===== config.mk =====
export PLATFORM = sky130hd
export DESIGN_NAME = fpu_mul_pipe_flat
export DESIGN_NICKNAME = d
export VERILOG_FILES = /design/src/rtl/fpu_mul_pipe_if.sv /design/src/rtl/fpu_mul_pipe.sv /design/src/flat_wrapper.sv
export SDC_FILE = /design/constraint.sdc
export NUM_CORES = 2
export LEC_CHECK = 0
export ABC_AREA = 1
export BUFFER_PORTS_ARGS = -buffer_cell sky130_fd_sc_hd__clkbuf_2
export CORE_UTILIZATION = 55
export DETAILED_ROUTE_END_ITERATION = 8
export PLACE_DENSITY = 0.83
export SETUP_SLACK_MARGIN = 0.5
export SLEW_MARGIN = 20
export SYNTH_ARGS = -nofsm -noshare
export SYNTH_HDL_FRONTEND = slang
export SYNTH_SLANG_ARGS = --single-unit
export TNS_END_PERCENT = 30

===== constraint.sdc =====
create_clock -name clk_i -period 15.8 [get_ports clk_i]
set_input_delay 1.58 -clock clk_i [delete_from_list [all_inputs] [get_ports clk_i]]
set_output_delay 1.58 -clock clk_i [all_outputs]
set_load 0.05 [all_outputs]

===== src/rtl/fpu_mul_pipe_if.sv =====
// Operand/result handshake bundle for fpu_mul_pipe.
// The flags field exists only when FPU_MUL_FLAGS_EN is defined.
interface fpu_mul_pipe_if #(
  parameter int EXP_W = 8,
  parameter int MAN_W = 23
);
  localparam int W = 1 + EXP_W + MAN_W;

  logic         in_valid;
  logic         in_ready;
  logic [W-1:0] a;
  logic [W-1:0] b;
  logic [1:0]   rmode;
  logic         out_valid;
  logic         out_ready;
  logic [W-1:0] z;
`ifdef FPU_MUL_FLAGS_EN
  logic [3:0]   flags;
`endif

  modport master (
    output in_valid, a, b, rmode, out_ready,
    input  in_ready, out_valid, z
`ifdef FPU_MUL_FLAGS_EN
    , input flags
`endif
  );

  modport slave (
    input  in_valid, a, b, rmode, out_ready,
    output in_ready, out_valid, z
`ifdef FPU_MUL_FLAGS_EN
    , output flags
`endif
  );
endinterface


===== src/rtl/fpu_mul_pipe.sv =====
// Three-stage pipelined floating-point multiplier with valid/ready flow control.
// Define FPU_MUL_FLAGS_EN to add the {NV,OF,UF,NX} flags output.
module fpu_mul_pipe #(
  parameter int EXP_W = 8,
  parameter int MAN_W = 23
) (
  input logic           clk_i,
  input logic           rst_i,
  fpu_mul_pipe_if.slave mul_io
);
  localparam int W  = 1 + EXP_W + MAN_W;
  localparam int PW = 2 * (MAN_W + 1);
  localparam int XW = EXP_W + 2;
  localparam logic [XW-1:0] BIAS_X  = {3'b000, {(EXP_W-1){1'b1}}};
  localparam logic [XW-1:0] EXP_TOP = {2'b00, {EXP_W{1'b1}}};

  typedef struct packed {
    logic zero;
    logic inf;
    logic nan;
  } cls_t;

  function automatic cls_t classify(input logic [W-1:0] x);
    cls_t c;
    c.zero = (x[W-2 -: EXP_W] == {EXP_W{1'b0}});
    c.inf  = (x[W-2 -: EXP_W] == {EXP_W{1'b1}}) && (x[MAN_W-1:0] == {MAN_W{1'b0}});
    c.nan  = (x[W-2 -: EXP_W] == {EXP_W{1'b1}}) && (x[MAN_W-1:0] != {MAN_W{1'b0}});
    return c;
  endfunction

  logic          v1_q, v2_q, v3_q, v1_d, v2_d, v3_d;
  logic          rdy1_s, rdy2_s, rdy3_s;
  logic [W-1:0]  a1_q, b1_q;
  logic [1:0]    rm1_q, rm2_q;
  cls_t          ca1_q, cb1_q;
  logic          sign2_q, nan2_q, inf2_q, zero2_q;
  logic [XW-1:0] exp2_q;
  logic [PW-1:0] prod2_q;
  logic [PW-2:0] norm_s;
  logic [XW-1:0] exp_n_s, exp_f_s;
  logic [MAN_W:0] man_r_s;
  logic          guard_s, sticky_s, inexact_s, inc_s, to_inf_s, ovf_s, udf_s;
  logic [W-1:0]  z_d, z_q;

  assign rdy3_s = !v3_q || mul_io.out_ready;
  assign rdy2_s = !v2_q || rdy3_s;
  assign rdy1_s = !v1_q || rdy2_s;

  assign mul_io.in_ready  = rdy1_s && !rst_i;
  assign mul_io.out_valid = v3_q;
  assign mul_io.z         = z_q;

  // Stage valid bits advance wherever the downstream slot is free.
  always_comb begin
    v1_d = rdy1_s ? mul_io.in_valid : v1_q;
    v2_d = rdy2_s ? v1_q : v2_q;
    v3_d = rdy3_s ? v2_q : v3_q;
  end

  // Stage 1: capture operands and their classification.
  always_ff @(posedge clk_i or posedge rst_i) begin
    if (rst_i) begin
      v1_q  <= 1'b0;
      a1_q  <= {W{1'b0}};
      b1_q  <= {W{1'b0}};
      rm1_q <= 2'b00;
      ca1_q <= 3'b000;
      cb1_q <= 3'b000;
    end else begin
      v1_q <= v1_d;
      if (rdy1_s && mul_io.in_valid) begin
        a1_q  <= mul_io.a;
        b1_q  <= mul_io.b;
        rm1_q <= mul_io.rmode;
        ca1_q <= classify(mul_io.a);
        cb1_q <= classify(mul_io.b);
      end
    end
  end

  // Stage 2: sign, biased exponent sum and full significand product.
  always_ff @(posedge clk_i or posedge rst_i) begin
    if (rst_i) begin
      v2_q    <= 1'b0;
      sign2_q <= 1'b0;
      exp2_q  <= {XW{1'b0}};
      prod2_q <= {PW{1'b0}};
      nan2_q  <= 1'b0;
      inf2_q  <= 1'b0;
      zero2_q <= 1'b0;
      rm2_q   <= 2'b00;
    end else begin
      v2_q <= v2_d;
      if (rdy2_s && v1_q) begin
        sign2_q <= a1_q[W-1] ^ b1_q[W-1];
        exp2_q  <= {2'b00, a1_q[W-2 -: EXP_W]} + {2'b00, b1_q[W-2 -: EXP_W]} - BIAS_X;
        prod2_q <= {{(MAN_W+1){1'b0}}, 1'b1, a1_q[MAN_W-1:0]} *
                   {{(MAN_W+1){1'b0}}, 1'b1, b1_q[MAN_W-1:0]};
        nan2_q  <= ca1_q.nan || cb1_q.nan || (ca1_q.inf && cb1_q.zero) || (cb1_q.inf && ca1_q.zero);
        inf2_q  <= ca1_q.inf || cb1_q.inf;
        zero2_q <= ca1_q.zero || cb1_q.zero;
        rm2_q   <= rm1_q;
      end
    end
  end

  // Stage 3 datapath: normalise, round, then resolve specials and range.
  always_comb begin
    norm_s    = prod2_q[PW-1] ? prod2_q[PW-2:0] : {prod2_q[PW-3:0], 1'b0};
    exp_n_s   = exp2_q + {{(XW-1){1'b0}}, prod2_q[PW-1]};
    guard_s   = norm_s[MAN_W];
    sticky_s  = |norm_s[MAN_W-1:0];
    inexact_s = guard_s | sticky_s;
    case (rm2_q)
      2'd0:    inc_s = guard_s & (sticky_s | norm_s[MAN_W+1]);
      2'd1:    inc_s = 1'b0;
      2'd2:    inc_s = inexact_s & ~sign2_q;
      2'd3:    inc_s = inexact_s & sign2_q;
      default: inc_s = 1'b0;
    endcase
    case (rm2_q)
      2'd0:    to_inf_s = 1'b1;
      2'd1:    to_inf_s = 1'b0;
      2'd2:    to_inf_s = ~sign2_q;
      2'd3:    to_inf_s = sign2_q;
      default: to_inf_s = 1'b0;
    endcase
    // A carry out of the stored field means the significand became 10.000..: field is zero, exponent bumps.
    man_r_s = {1'b0, norm_s[PW-2 -: MAN_W]} + {{MAN_W{1'b0}}, inc_s};
    exp_f_s = exp_n_s + {{(XW-1){1'b0}}, man_r_s[MAN_W]};
    ovf_s   = ($signed(exp_f_s) >= $signed(EXP_TOP));
    udf_s   = exp_f_s[XW-1] || (exp_f_s == {XW{1'b0}});
    if (nan2_q) begin
      z_d = {1'b0, {EXP_W{1'b1}}, 1'b1, {(MAN_W-1){1'b0}}};
    end else if (inf2_q) begin
      z_d = {sign2_q, {EXP_W{1'b1}}, {MAN_W{1'b0}}};
    end else if (zero2_q) begin
      z_d = {sign2_q, {(W-1){1'b0}}};
    end else if (ovf_s) begin
      if (to_inf_s) begin
        z_d = {sign2_q, {EXP_W{1'b1}}, {MAN_W{1'b0}}};
      end else begin
        z_d = {sign2_q, {(EXP_W-1){1'b1}}, 1'b0, {MAN_W{1'b1}}};
      end
    end else if (udf_s) begin
      z_d = {sign2_q, {(W-1){1'b0}}};
    end else begin
      z_d = {sign2_q, exp_f_s[EXP_W-1:0], man_r_s[MAN_W-1:0]};
    end
  end

  // Stage 3 register: result held stable while the consumer stalls.
  always_ff @(posedge clk_i or posedge rst_i) begin
    if (rst_i) begin
      v3_q <= 1'b0;
      z_q  <= {W{1'b0}};
    end else begin
      v3_q <= v3_d;
      if (rdy3_s && v2_q) begin
        z_q <= z_d;
      end
    end
  end

`ifdef FPU_MUL_FLAGS_EN
  logic [3:0] flags_d, flags_q;

  // Exception flags {NV,OF,UF,NX}; specials other than NaN raise nothing.
  always_comb begin
    flags_d = 4'b0000;
    if (nan2_q) begin
      flags_d = 4'b1000;
    end else if (inf2_q || zero2_q) begin
      flags_d = 4'b0000;
    end else if (ovf_s) begin
      flags_d = 4'b0101;
    end else if (udf_s) begin
      flags_d = 4'b0011;
    end else begin
      flags_d = {3'b000, inexact_s};
    end
  end

  // Flags travel with the result under the same enable.
  always_ff @(posedge clk_i or posedge rst_i) begin
    if (rst_i) begin
      flags_q <= 4'b0000;
    end else if (rdy3_s && v2_q) begin
      flags_q <= flags_d;
    end
  end

  assign mul_io.flags = flags_q;
`endif
endmodule


===== src/flat_wrapper.sv =====
// flat-port wrapper written by rule: the top's interface ports become plain ports
module fpu_mul_pipe_flat 
#(
  parameter int EXP_W = 8,
  parameter int MAN_W = 23
)
  (clk_i, rst_i, mul_io_in_valid, mul_io_a, mul_io_b, mul_io_rmode, mul_io_out_ready, mul_io_in_ready, mul_io_out_valid, mul_io_z);
  fpu_mul_pipe_if #(.EXP_W(EXP_W), .MAN_W(MAN_W)) mul_io_i ();
  input logic clk_i;
  input logic rst_i;
  input wire logic [$bits(mul_io_i.in_valid)-1:0] mul_io_in_valid;
  input wire logic [$bits(mul_io_i.a)-1:0] mul_io_a;
  input wire logic [$bits(mul_io_i.b)-1:0] mul_io_b;
  input wire logic [$bits(mul_io_i.rmode)-1:0] mul_io_rmode;
  input wire logic [$bits(mul_io_i.out_ready)-1:0] mul_io_out_ready;
  output wire logic [$bits(mul_io_i.in_ready)-1:0] mul_io_in_ready;
  output wire logic [$bits(mul_io_i.out_valid)-1:0] mul_io_out_valid;
  output wire logic [$bits(mul_io_i.z)-1:0] mul_io_z;
  assign mul_io_i.in_valid = mul_io_in_valid;
  assign mul_io_i.a = mul_io_a;
  assign mul_io_i.b = mul_io_b;
  assign mul_io_i.rmode = mul_io_rmode;
  assign mul_io_i.out_ready = mul_io_out_ready;
  assign mul_io_in_ready = mul_io_i.in_ready;
  assign mul_io_out_valid = mul_io_i.out_valid;
  assign mul_io_z = mul_io_i.z;
  fpu_mul_pipe #(.EXP_W(EXP_W), .MAN_W(MAN_W)) u_core (.clk_i(clk_i), .rst_i(rst_i), .mul_io(mul_io_i));
endmodule

**After elaboration in Yosys (flattened, before gate mapping)**

Index checks and enable logic that the tools add are counted.

- Output and inout bits: 34
- Bits of input ports: 70
- Register bits: 171

- Multipliers: 1
- Add/sub/neg operators: 5
- $lt $le $gt $ge: 1
- Reductions and logical operators: 32
- Muxes and demuxes: 9
- Equal/unequal tests: 5
- Bitwise gates (word level): 7

Operators with widths:

| kind | number |
|---|---|
| $mux W31 | 4 |
| $mul A24 B24 Y48 | 1 |
| $mux W47 | 1 |
| $logic_not A23 Y1 | 2 |
| $reduce_bool A23 Y1 | 2 |
| $mux W32 | 1 |
| $add A23 B1 Y24 | 1 |
| $mux W24 | 1 |
| $reduce_or A23 Y1 | 1 |
| $add A10 B1 Y10 | 2 |
| $eq A8 B8 Y1 const B | 2 |
| $logic_not A8 Y1 | 2 |
| $ge A10 B9 Y1 const B | 1 |
| $logic_and A1 B1 Y1 | 10 |
| $logic_not A10 Y1 | 1 |
| $sub A10 B7 Y10 const B | 1 |
| $add A8 B8 Y9 | 1 |
| $logic_or A1 B1 Y1 | 9 |
| $pmux W1 S4 | 2 |
| $eq A2 B2 Y1 const B | 2 |
| $logic_not A1 Y1 | 4 |
| $and A1 B1 Y1 | 3 |
| $eq A2 B1 Y1 const B | 1 |
| $logic_not A2 Y1 | 1 |
| 3 further kinds | 4 |

**Longest topological paths before layout**

- Depth in word-level cells: 14
- Mapped depth: 33
- Gate-level depth less buffers: 30

**Worst setup path before layout**

No wires, ideal clock.

- Kind: input to output
- From: input rst_i
- To: output mul_io_in_ready
- Required time: 14.220 ns
- Arrival time: 5.718 ns
- Stages: 3
- Buffers on the path: 0
- Setup slack: 8.502 ns
- Cell sequence: inv_1 > nand2_1 > inv_1

- Word-level cells in the longest chain between the ends: 2

RTL lines:

| item | RTL line | source |
|---|---|---|
| start: declaration | flat_wrapper.sv:10 | `input logic rst_i;` |
| $logic_not A1 Y1 | fpu_mul_pipe.sv:49 | `assign mul_io.in_ready = rdy1_s && !rst_i;` |
| $logic_and A1 B1 Y1 | fpu_mul_pipe.sv:49 |  |
| end: declaration | flat_wrapper.sv:16 | `output wire logic [$bits(mul_io_i.in_ready)-1:0] mul_io_in_ready;` |

No other way between the ends.

**Worst setup path after layout**

- From: register u_core.b1_q[12]
- To: register u_core.prod2_q[43]

- Word-level cells in the longest chain between the ends: 1

RTL lines:

| item | RTL line | source |
|---|---|---|
| start: declaration | fpu_mul_pipe.sv:33 | `logic [W-1:0] a1_q, b1_q;` |
| start signal: assignment | fpu_mul_pipe.sv:65 | `b1_q <= {W{1'b0}};` |
| start signal: assignment | fpu_mul_pipe.sv:73 | `b1_q <= mul_io.b;` |
| $mul A24 B24 Y48 | fpu_mul_pipe.sv:97 | `prod2_q <= {{(MAN_W+1){1'b0}}, 1'b1, a1_q[MAN_W-1:0]} *` |
| end signal: assignment | fpu_mul_pipe.sv:87 | `prod2_q <= {PW{1'b0}};` |
| end signal: assignment | fpu_mul_pipe.sv:97 |  |
| end: declaration | fpu_mul_pipe.sv:38 | `logic [PW-1:0] prod2_q;` |

No other way between the ends.
A chain may end at the register's enable or synchronous reset.

==> impl_metrics.json <==
{
  "synthAdderAreaFrac_pct": 41.8,
  "synthMuxAreaShare_pct": 0,
  "die_h_um": 231,
  "r2r_end": "u_core.prod2_q[43]",
  "hold_violations": 0,
  "rrSetupSlack_ns": 8.10,
  "tightest_slew_ns": 1.20,
  "setup_viol": 0,
  "drtIter0Drc": 2124,
  "hpwl_um": 62100,
  "synth_nets": 4591,
  "grt_first_pass_wirelength_um": 128000,
  "whs_ns": 0.477,
  "synth_simple_gate_area_share_pct": 20.6,
  "tritoncts": "done",
  "rows": 83,
  "cap_violations": 0,
  "synth_compound_area_share_pct": 5.51,
  "synth_warnings": 0,
  "synth.area.top_cells": "fa_1, dfrtp_1, nand2_1",
  "path_clk_slew_ns": 0.07,
  "ys_ff_latch": 171,
  "syn_area_per_cell_um2": 7.46,
  "coreArea_um2": 51500,
  "clock-sinks": 171,
  "synth_top_family_by_area": "adder cells",
  "portBuffers": 103,
  "reg2reg_from": "u_core.b1_q[12]",
  "final_common_cell": "nand2_1",
  "dieArea_um2": 53200,
  "grt_max_degree": 95,
  "drt-pass1-iter-count": 6,
  "worstHoldPathCells": 2,
  "post_drt_wl_per_cell_um": 17.1,
  "groute.usage.overall_pct": 31.1,
  "final_cell_mix": "nand2_1, inv_1, fa_1",
  "clock.fmax_mhz": 130,
  "skew_ns": 0.0202,
  "synthToLayoutAreaGrowth_pct": 6.01,
  "synthesis.area_um2": 28700,
  "status": "complete, no violations",
  "drc": 0,
  "worst-path-max-fanout": 25,
  "io_pins": 104,
  "synth_top_cell_area_share_pct": 33.7,
  "route.antenna.remaining_nets": 0,
  "drt_wl_total_um": 78000,
  "post_cts_resize_count": 0,
  "slew_viol_final": 0,
  "startpoint": "u_core.b1_q[12]",
  "gp_congestion": 1.01,
  "hold_class": "flip-flop to flip-flop",
  "clock-root-buffer": "clkbuf_16",
  "cts_buffer_depth": 2,
  "h-tree-depth": 4,
  "drive_above_1_share_pct": 5.87,
  "cts_buffers": 17,
  "fp.dieW_um": 231,
  "max_stage_delay_ns": 1.05,
  "required_ns": 16.17,
  "fin_crit_ns": 7.70,
  "cp-start-kind": "flip-flop",
  "period_share_pct": 48.7,
  "synth_top_cell_by_area": "fa_1",
  "critPathSlowestCell": "dfrtp_1",
  "rsz0062_at_grt": "no",
  "post_cts_buffers": 0,
  "tns_ns": 0,
  "vias_per_cell": 5.34,
  "cts_hold_buffers": 0,
  "endpoint": "u_core.prod2_q[43]",
  "grt_pass1_vias": 25345,
  "grt_overflow_total": 0,
  "nNetsFinal": 4610,
  "critPathArrivalTime_ns": 8.07,
  "crit_path_end_kind": "flip-flop",
  "synth_cell_type_count": 44,
  "ff2ff_path_depth": 25,
  "syn_inst": 3852,
  "vias": 24355,
  "slew_headroom_pct": 19.0,
  "ys_seq_area_share_pct": 14.9,
  "antenna_found_initial": 0,
  "initial_core_util_pct": 55.8,
  "clock_latency_ns": 0.49,
  "path_class": "flip-flop to flip-flop",
  "synth_xor_xnor_area_share_pct": 1.10
}
## stage by stage
step           instance area, um^2  setup WS (ns)  utilization (%)  cells
2_1_floorplan                28700           8.50                -   3852
3_3_place_gp                 29800           8.44             57.8   4532
3_5_place_dp                 29800           8.46             57.8   4532
4_1_cts                      30500           8.40             59.1   4564
5_1_grt                      30500           7.87             59.1   4564
6_report                     30500           8.10             59.1   4565
## cell usage after synthesis (all sizes together)
cell	count
a21boi	1
fa	484
nand4	35
o21bai	6
xor2	24
clkinv	3
a31oi	4
nand3b	2
o41ai	2
clkbuf	127
nor4	15
a41oi	1
o21ai	195
nor2	173
and3	1
a32o	1
buf	14
or2	6
xnor2	12
a22o	1
o22ai	4
nor3	21
a21oi	85
nand2	1107
dfrtp	171
ha	185
inv	1073
nand3	99
## worst min-delay path by stage
| stage | startpoint | end | slack [ns] |
|---|---|---|---|
| after floorplan | u_core.prod2_q[46] | u_core.prod2_q[46] | 0.44 |
| after global placement | u_core.v2_q | u_core.mul_io.out_valid | 0.46 |
| after detailed placement | u_core.prod2_q[11] | u_core.prod2_q[11] | 0.47 |
| after CTS | u_core.prod2_q[11] | u_core.prod2_q[11] | 0.48 |
| after global routing | u_core.a1_q[21] | u_core.a1_q[21] | 0.50 |
| final | u_core.prod2_q[11] | u_core.prod2_q[11] | 0.48 |
## layer usage
layer / part of all wire [%] / track usage [%]
met5: 0 / 0
met1: 39 / 39.1
met2: 47 / 51.6
met3: 9.1 / 5.69
met4: 5.1 / 15.4
## cell families (layout without fill, tap and decap cells)
kind of cell,Yosys count,in the layout
AO/OA/AOI/OAI,300,300
flip-flops,171,171
adder cells (fa/ha/maj),669,669
AND/OR/NAND/NOR,1459,1459
other,0,1
XOR/XNOR,36,36
buffers and inverters,1217,1249
## sequential cells by signal (all words and copies together), names as in the netlist, 3 cells and up
name	cells
u_core.prod2_q	48
u_core.a1_q	32
u_core.b1_q	32
u_core.mul_io.z	32
u_core.exp2_q	10
u_core.ca1_q	3
u_core.cb1_q	3
## layout make-up
cell class | count | area (um^2)
Antenna cell | 1 | 2.50
Clock buffer | 18 | 429
Clock inverter | 14 | 228
Fill cell | 4610 | 21000
Inverter | 1076 | 4040
Multi-Input combinational cell | 2464 | 19800
Sequential cell | 171 | 4280
Tap cell | 680 | 851
Timing Repair Buffer | 141 | 801
## critical path: cells and delay by family (launching register included)
kind,cells,cell delay (ns)
adder cells (fa/ha/maj),8,3.94
buffers and inverters,7,0.47
flip-flops,1,1.05
AND/OR/NAND/NOR,10,2.11
Power is not shown: default switching activity piles up to over one toggle a cycle in this logic, so the estimate is an artifact.
